[config.mk]
export PLATFORM = sky130hd
export DESIGN_NAME = tpu_host_sequencer
export DESIGN_NICKNAME = d
export VERILOG_FILES = /design/src/rtl/tpu_seq_pkg.sv /design/src/rtl/tpu_seq_out_reg.sv /design/src/rtl/tpu_host_sequencer.sv
export SDC_FILE = /design/constraint.sdc
export NUM_CORES = 1
export LEC_CHECK = 0
export BUFFER_PORTS_ARGS = -buffer_cell sky130_fd_sc_hd__buf_4
export CORE_MARGIN = 2
export CORE_UTILIZATION = 50
export CTS_BUF_LIST = sky130_fd_sc_hd__clkbuf_16
export CTS_CLUSTER_DIAMETER = 30
export DETAILED_ROUTE_END_ITERATION = 16
export GPL_TIMING_DRIVEN = 0
export PLACE_DENSITY = 0.86
export SKIP_LAST_GASP = 1
export SLEW_MARGIN = 20
export SYNTH_ARGS = -nofsm -noshare
export SYNTH_HDL_FRONTEND = slang
export SYNTH_SLANG_ARGS = --single-unit
[constraint.sdc]
create_clock -name clk -period 5.9 [get_ports clk]
set_clock_uncertainty 0.1 [all_clocks]
set_input_delay 0.59 -clock clk [delete_from_list [all_inputs] [get_ports clk]]
set_output_delay 0.59 -clock clk [all_outputs]
set_load 0.02 [all_outputs]
[src/rtl/tpu_seq_pkg.sv]
// tpu_seq_pkg: TPU slave address map, sequencer FSM states and
// words-per-row helpers shared by the host sequencer files.
package tpu_seq_pkg;

   localparam logic [15:0] A_BASE = 16'h0100;
   localparam logic [15:0] B_BASE = 16'h0200;
   localparam logic [15:0] C_BASE = 16'h0300;
   localparam logic [15:0] MATMUL = 16'h0400;

   typedef enum logic [3:0] {
      S_IDLE,
      S_LOAD_A,
      S_LOAD_B,
      S_TRIGGER,
      S_WAIT,
      S_RD_REQ,
      S_RD_WAIT,
      S_RD_OUT,
      S_DONE
   } state_t;

   function automatic int wpr(
      input int dim,
      input int bits,
      input int dataw
   );
      return (dim * bits) / dataw;
   endfunction

   function automatic bit wpr_exact(
      input int dim,
      input int bits,
      input int dataw
   );
      return ((dim * bits) % dataw == 0) && (dim * bits >= dataw);
   endfunction

endpackage

[src/rtl/tpu_seq_out_reg.sv]
// tpu_seq_out_reg: one-entry valid/ready holding register for the
// C word stream; data and last stay stable until the consumer takes them.
module tpu_seq_out_reg #(
   parameter int DATAW = 64
) (
   input  logic             clk,
   input  logic             rst_n,
   input  logic             load,
   input  logic [DATAW-1:0] load_data,
   input  logic             load_last,
   output logic             out_valid,
   input  logic             out_ready,
   output logic [DATAW-1:0] out_data,
   output logic             out_last
);

   always_ff @(posedge clk or negedge rst_n) begin
      if (!rst_n) begin
         out_valid <= 1'b0;
         out_data  <= '0;
         out_last  <= 1'b0;
      end else if (load) begin
         out_valid <= 1'b1;
         out_data  <= load_data;
         out_last  <= load_last;
      end else if (out_valid && out_ready) begin
         out_valid <= 1'b0;
         out_last  <= 1'b0;
      end
   end

endmodule

[src/rtl/tpu_host_sequencer.sv]
// tpu_host_sequencer: streams A/B into the TPU, triggers MATMUL, reads C out.
// Optional TPU_SEQ_PERF_EN adds a saturating per-job cycle counter.
module tpu_host_sequencer
   import tpu_seq_pkg::*;
#(
   parameter int BITS_AB        = 8,
   parameter int BITS_C         = 16,
   parameter int DIM            = 8,
   parameter int ADDRW          = 16,
   parameter int DATAW          = 64,
   parameter int COMPUTE_CYCLES = 3 * DIM - 2,
   parameter int RD_LAT         = 1
) (
   input  logic             clk,
   input  logic             rst_n,
   input  logic             start,
   output logic             busy,
   output logic             done,
   input  logic             in_valid,
   output logic             in_ready,
   input  logic [DATAW-1:0] in_data,
   output logic             out_valid,
   input  logic             out_ready,
   output logic [DATAW-1:0] out_data,
   output logic             out_last,
   output logic             tpu_r_w,
   output logic [ADDRW-1:0] tpu_addr,
   output logic [DATAW-1:0] tpu_wdata,
   input  logic [DATAW-1:0] tpu_rdata
`ifdef TPU_SEQ_PERF_EN
   ,
   output logic [31:0]      perf_cycles
`endif
);

   localparam int WPR_AB = wpr(DIM, BITS_AB, DATAW);
   localparam int WPR_C  = wpr(DIM, BITS_C, DATAW);
   localparam int N_AB   = DIM * WPR_AB;
   localparam int N_C    = DIM * WPR_C;
   localparam int M1     = N_AB > N_C ? N_AB : N_C;
   localparam int M2     = M1 > COMPUTE_CYCLES ? M1 : COMPUTE_CYCLES;
   localparam int M3     = M2 > RD_LAT + 1 ? M2 : RD_LAT + 1;
   localparam int CW     = $clog2(M3 + 1);

   if (!wpr_exact(DIM, BITS_AB, DATAW) ||
       !wpr_exact(DIM, BITS_C, DATAW) ||
       COMPUTE_CYCLES < 2) begin : g_bad_cfg
      $error("tpu_host_sequencer: unsupported configuration");
   end

   state_t           state, state_n;
   logic [CW-1:0]    cnt, cnt_n;
   logic [CW-1:0]    k, k_n;
   logic             r_w_n;
   logic [ADDRW-1:0] addr_n;
   logic [DATAW-1:0] wdata_n;
   logic             load;
   logic             accept;
   logic             hs;
   logic             last_in;

   assign busy     = (state != S_IDLE);
   assign done     = (state == S_DONE);
   assign in_ready = (state == S_LOAD_A) || (state == S_LOAD_B);
   assign accept   = in_valid && in_ready;
   assign hs       = out_valid && out_ready;
   assign last_in  = (k == CW'(N_C - 1));

   always_comb begin
      state_n = state;
      cnt_n   = cnt;
      k_n     = k;
      r_w_n   = 1'b0;
      addr_n  = '0;
      wdata_n = '0;
      load    = 1'b0;
      unique case (state)
         S_IDLE: begin
            if (start) begin
               state_n = S_LOAD_A;
               cnt_n   = '0;
               k_n     = '0;
            end
         end
         S_LOAD_A, S_LOAD_B: begin
            if (accept) begin
               r_w_n   = 1'b1;
               addr_n  = (state == S_LOAD_A ? ADDRW'(A_BASE)
                                            : ADDRW'(B_BASE))
                         + (ADDRW'(cnt) << 3);
               wdata_n = in_data;
               if (cnt == CW'(N_AB - 1)) begin
                  cnt_n   = '0;
                  state_n = (state == S_LOAD_A) ? S_LOAD_B : S_TRIGGER;
               end else begin
                  cnt_n = cnt + 1'b1;
               end
            end
         end
         S_TRIGGER: begin
            r_w_n   = 1'b1;
            addr_n  = ADDRW'(MATMUL);
            cnt_n   = '0;
            state_n = S_WAIT;
         end
         // TRIGGER plus WAIT span COMPUTE_CYCLES from trigger to read
         S_WAIT: begin
            if (cnt == CW'(COMPUTE_CYCLES - 2)) begin
               cnt_n   = '0;
               state_n = S_RD_REQ;
            end else begin
               cnt_n = cnt + 1'b1;
            end
         end
         S_RD_REQ: begin
            addr_n  = ADDRW'(C_BASE) + (ADDRW'(k) << 3);
            cnt_n   = '0;
            state_n = S_RD_WAIT;
         end
         S_RD_WAIT: begin
            if (cnt == CW'(RD_LAT)) begin
               load    = 1'b1;
               cnt_n   = '0;
               state_n = S_RD_OUT;
            end else begin
               cnt_n = cnt + 1'b1;
            end
         end
         S_RD_OUT: begin
            if (hs) begin
               if (last_in) begin
                  state_n = S_DONE;
               end else begin
                  k_n     = k + 1'b1;
                  state_n = S_RD_REQ;
               end
            end
         end
         S_DONE: state_n = S_IDLE;
         default: state_n = S_IDLE;
      endcase
   end

   always_ff @(posedge clk or negedge rst_n) begin
      if (!rst_n) begin
         state     <= S_IDLE;
         cnt       <= '0;
         k         <= '0;
         tpu_r_w   <= 1'b0;
         tpu_addr  <= '0;
         tpu_wdata <= '0;
      end else begin
         state     <= state_n;
         cnt       <= cnt_n;
         k         <= k_n;
         tpu_r_w   <= r_w_n;
         tpu_addr  <= addr_n;
         tpu_wdata <= wdata_n;
      end
   end

   tpu_seq_out_reg #(
      .DATAW(DATAW)
   ) u_out (
      .clk      (clk),
      .rst_n    (rst_n),
      .load     (load),
      .load_data(tpu_rdata),
      .load_last(last_in),
      .out_valid(out_valid),
      .out_ready(out_ready),
      .out_data (out_data),
      .out_last (out_last)
   );

`ifdef TPU_SEQ_PERF_EN
   always_ff @(posedge clk or negedge rst_n) begin
      if (!rst_n) begin
         perf_cycles <= '0;
      end else if (state == S_IDLE && start) begin
         perf_cycles <= '0;
      end else if (state != S_IDLE && perf_cycles != '1) begin
         perf_cycles <= perf_cycles + 32'd1;
      end
   end
`endif

endmodule

==> results_dict.tcl <==
set metrics [dict create \
    seqPwrFrac_pct 36.0 \
    gp_congestion 0.8930 \
    crit_path_top_delay_cell "dfrtp_1" \
    io_pins 283 \
    first_iter_violations 332 \
    drc 0 \
    via_per_inst 5.053 \
    clkTransAtPathRegs_ns 0.06 \
    combPwrFrac_pct 34.1 \
    required_ns 5.21 \
    area_growth_pct 50.05 \
    cpMostUsedCell "clkbuf_1" \
    drt_pass1_iterations 4 \
    ir_drop_uv 407.6 \
    clk_latency_ns 0.41 \
    root_buffer "clkbuf_16" \
    grt_max_degree 83 \
    endpoint_kind "primary output" \
    worst_pin_slew_ns 0.6029 \
    ff2ff_setup_slack_ns 3.54 \
    cpLargestDelayFamily "buffers and inverters" \
    slew_headroom_pct 59.45 \
    finalHoldViolations 0 \
    finalSetupViolCount 0 \
    portBuffers 274 \
    fin_tns_setup_ns 0 \
    place_hpwl_um 11720 \
    dieWidth_um 112.6 \
    final_area_mm2 0.008848 \
    postLayoutSetupSlackWorst_ns 3.358 \
    netlist.area_leader.share_pct 64.93 \
    startpoint_type "register" \
    ys.flop_type "dfrtp_1" \
    synth_area_leaders "dfrtp_1, mux2_2, and2_1" \
    synth-edff-count 0 \
    powerDensity_mw_per_mm2 454.4 \
    clk_path_buf_depth 2 \
    dieArea_mm2 0.01268 \
    r2r_cells 7 \
    drtAntennaViolNets 0 \
    vias 4452 \
    cpPeakStageDelay_ns 0.36 \
    ys_seq_area_share_pct 64.93 \
    rsz0062_at_grt "false" \
    timing.fmax_mhz 393.3 \
    syn_area_mm2 0.005897 \
    cts.sinks 153 \
    wl_per_cell_um 17.64 \
    cp_cell_sequence "clkbuf_1 > clkbuf_1 > nor3_1 > and2_1 > buf_4" \
    arrival_ns 1.85 \
    power_switching_mw 1.261 \
    cts_buffers 17 \
    ys_ff_latch 153 \
    synth_most_common_cell "dfrtp_1" \
    grt_pass1_wl_um 24370 \
    grt_pass1_vias 4632 \
    placed_area_mm2 0.008194 \
    p_sw_share_pct 31.36 \
    clkPwrFrac_pct 29.9 \
    n_antenna_cell 0 \
    syn_inst 424 \
    synth_top_area_cell "dfrtp_1" \
    p_leak_nw 4.580 \
    min_period_ns 2.542 \
    cts_hold_buf 0 \
    path_class "register to primary output" \
    fp.dieH_um 112.6 \
    antenna_found_initial 0 \
    holdWs_ns 0.02003 \
    crit_fanout 10 \
    rows 39 \
    coreArea_mm2 0.01147 \
    hold_class "input pin to asynchronous set/reset pin" \
    fin_nets 863 \
    track_usage_pct 25.14 \
    crit_buf_inv 3 \
    synth_cell_type_count 50 \
    start_util_pct 51.42 \
    slew_viol_final 0 \
    tritoncts "yes" \
    post-place-ws_ns 3.588 \
    avgSynthCellArea_um2 13.91 \
    layout-drive-gt1-share_pct 52.57 \
    ys_top_cells_by_count "dfrtp_1, and2_1, mux2_2, clkbuf_1" \
    p_int_mw 2.760 \
    cts_resized 0 \
    drv_cap 0 \
    post-cts-setup-buffers 0 \
    status "completed" \
    ys_warn_count 0 \
    path_depth 5 \
    totalWireLength_um 15550 \
    grt_overflow 0 \
    fin_crit_sh_pct 43.09 \
    synthArstFlopShare_pct 100.0 \
    htree_levels 4 \
]
## registers in the layout, summed over array words and instances (netlist names)
| name | count |
|---|---|
| cnt | 5 |
| k | 5 |
| state | 4 |
| tpu_addr | 8 |
| tpu_r_w | 1 |
| tpu_wdata | 64 |
| u_out.out_data | 64 |
| u_out.out_last | 1 |
| u_out.out_valid | 1 |
## routing by layer
| metal | up-vias | share of wire [%] | global-route usage, % |
|---|---|---|---|
| met3 | 34 | 9.2 | 9.179 |
| li1 | 2036 | - | - |
| met1 | 2133 | 36 | 28.69 |
| met2 | 249 | 52 | 42.48 |
| met4 | 0 | 3.1 | 11.22 |
| met5 | - | 0 | 0 |
## cell usage in the layout (no fill, tap or decap), types with 3 or more instances in the layout
cell type,n
buf_6,4
buf_4,282
inv_1,8
clkinv_1,4
and2_1,66
conb_1,8
a21oi_1,3
and3_1,3
nand3_1,6
clkbuf_16,17
bufinv_16,6
a22o_1,9
nand2b_1,3
o21ai_0,9
nor3_1,3
nor2_1,9
mux2_2,65
ha_1,5
nand2_1,9
or2_2,3
dfrtp_1,153
clkbuf_1,17
## per-stage QoR
| step | std cells | util [%] | power, mW |
|---|---|---|---|
| floorplan | 431 | - | 2.223 |
| global placement | 848 | 71.15 | 2.784 |
| detailed placement | 849 | 71.46 | 2.840 |
| CTS | 881 | 77.16 | 4.053 |
| global route | 881 | 77.16 | 4.194 |
| finish | 881 | 77.16 | 4.020 |
## worst paths after layout
kind / end / from
hold reg to reg: u_out.out_data[26] / u_out.out_data[26]
min in group clk: tpu_wdata[44] / in_data[44]
max in group asynchronous: tpu_wdata[45] / rst_n
hold / removal: u_out.out_data[46] / rst_n
setup / recovery: done / state[1]
setup reg to reg: k[3] / k[0]
## layout make-up
| cell class | count | area, um^2 |
|---|---|---|
| Sequential cell | 153 | 3829 |
| Fill cell | 714 | 2619 |
| Timing Repair Buffer | 275 | 2092 |
| Multi-Input combinational cell | 241 | 1892 |
| Clock buffer | 17 | 425.4 |
| Clock inverter | 15 | 229.0 |
| Tap cell | 143 | 178.9 |
| Buffer | 30 | 176.4 |
| Inverter | 7 | 26.28 |
## cells by family (layout without fill, tap and decap cells)
group	count (synthesis)	after routing	share of synthesized area, %
flops	153	153	64.93
simple gates	120	120	12.50
mux	67	67	12.84
buf+inv	37	344	3.437
fa+ha+maj	5	5	1.061
compound gates	40	40	5.029
xor+xnor	1	1	0.1486
other cells	1	8	0.06359
## power by group through the flow
| stage | Clock (mW) | Combinational (mW) | Sequential [mW] |
|---|---|---|---|
| 2_1_floorplan | 0 | 0.483 | 1.74 |
| 3_3_place_gp | 0 | 1.34 | 1.45 |
| 3_5_place_dp | 0 | 1.38 | 1.47 |
| 4_1_cts | 1.22 | 1.38 | 1.45 |
| 5_1_grt | 1.26 | 1.45 | 1.48 |
| 6_report | 1.20 | 1.37 | 1.45 |
Note: power is estimated with default switching activity, not from simulation.
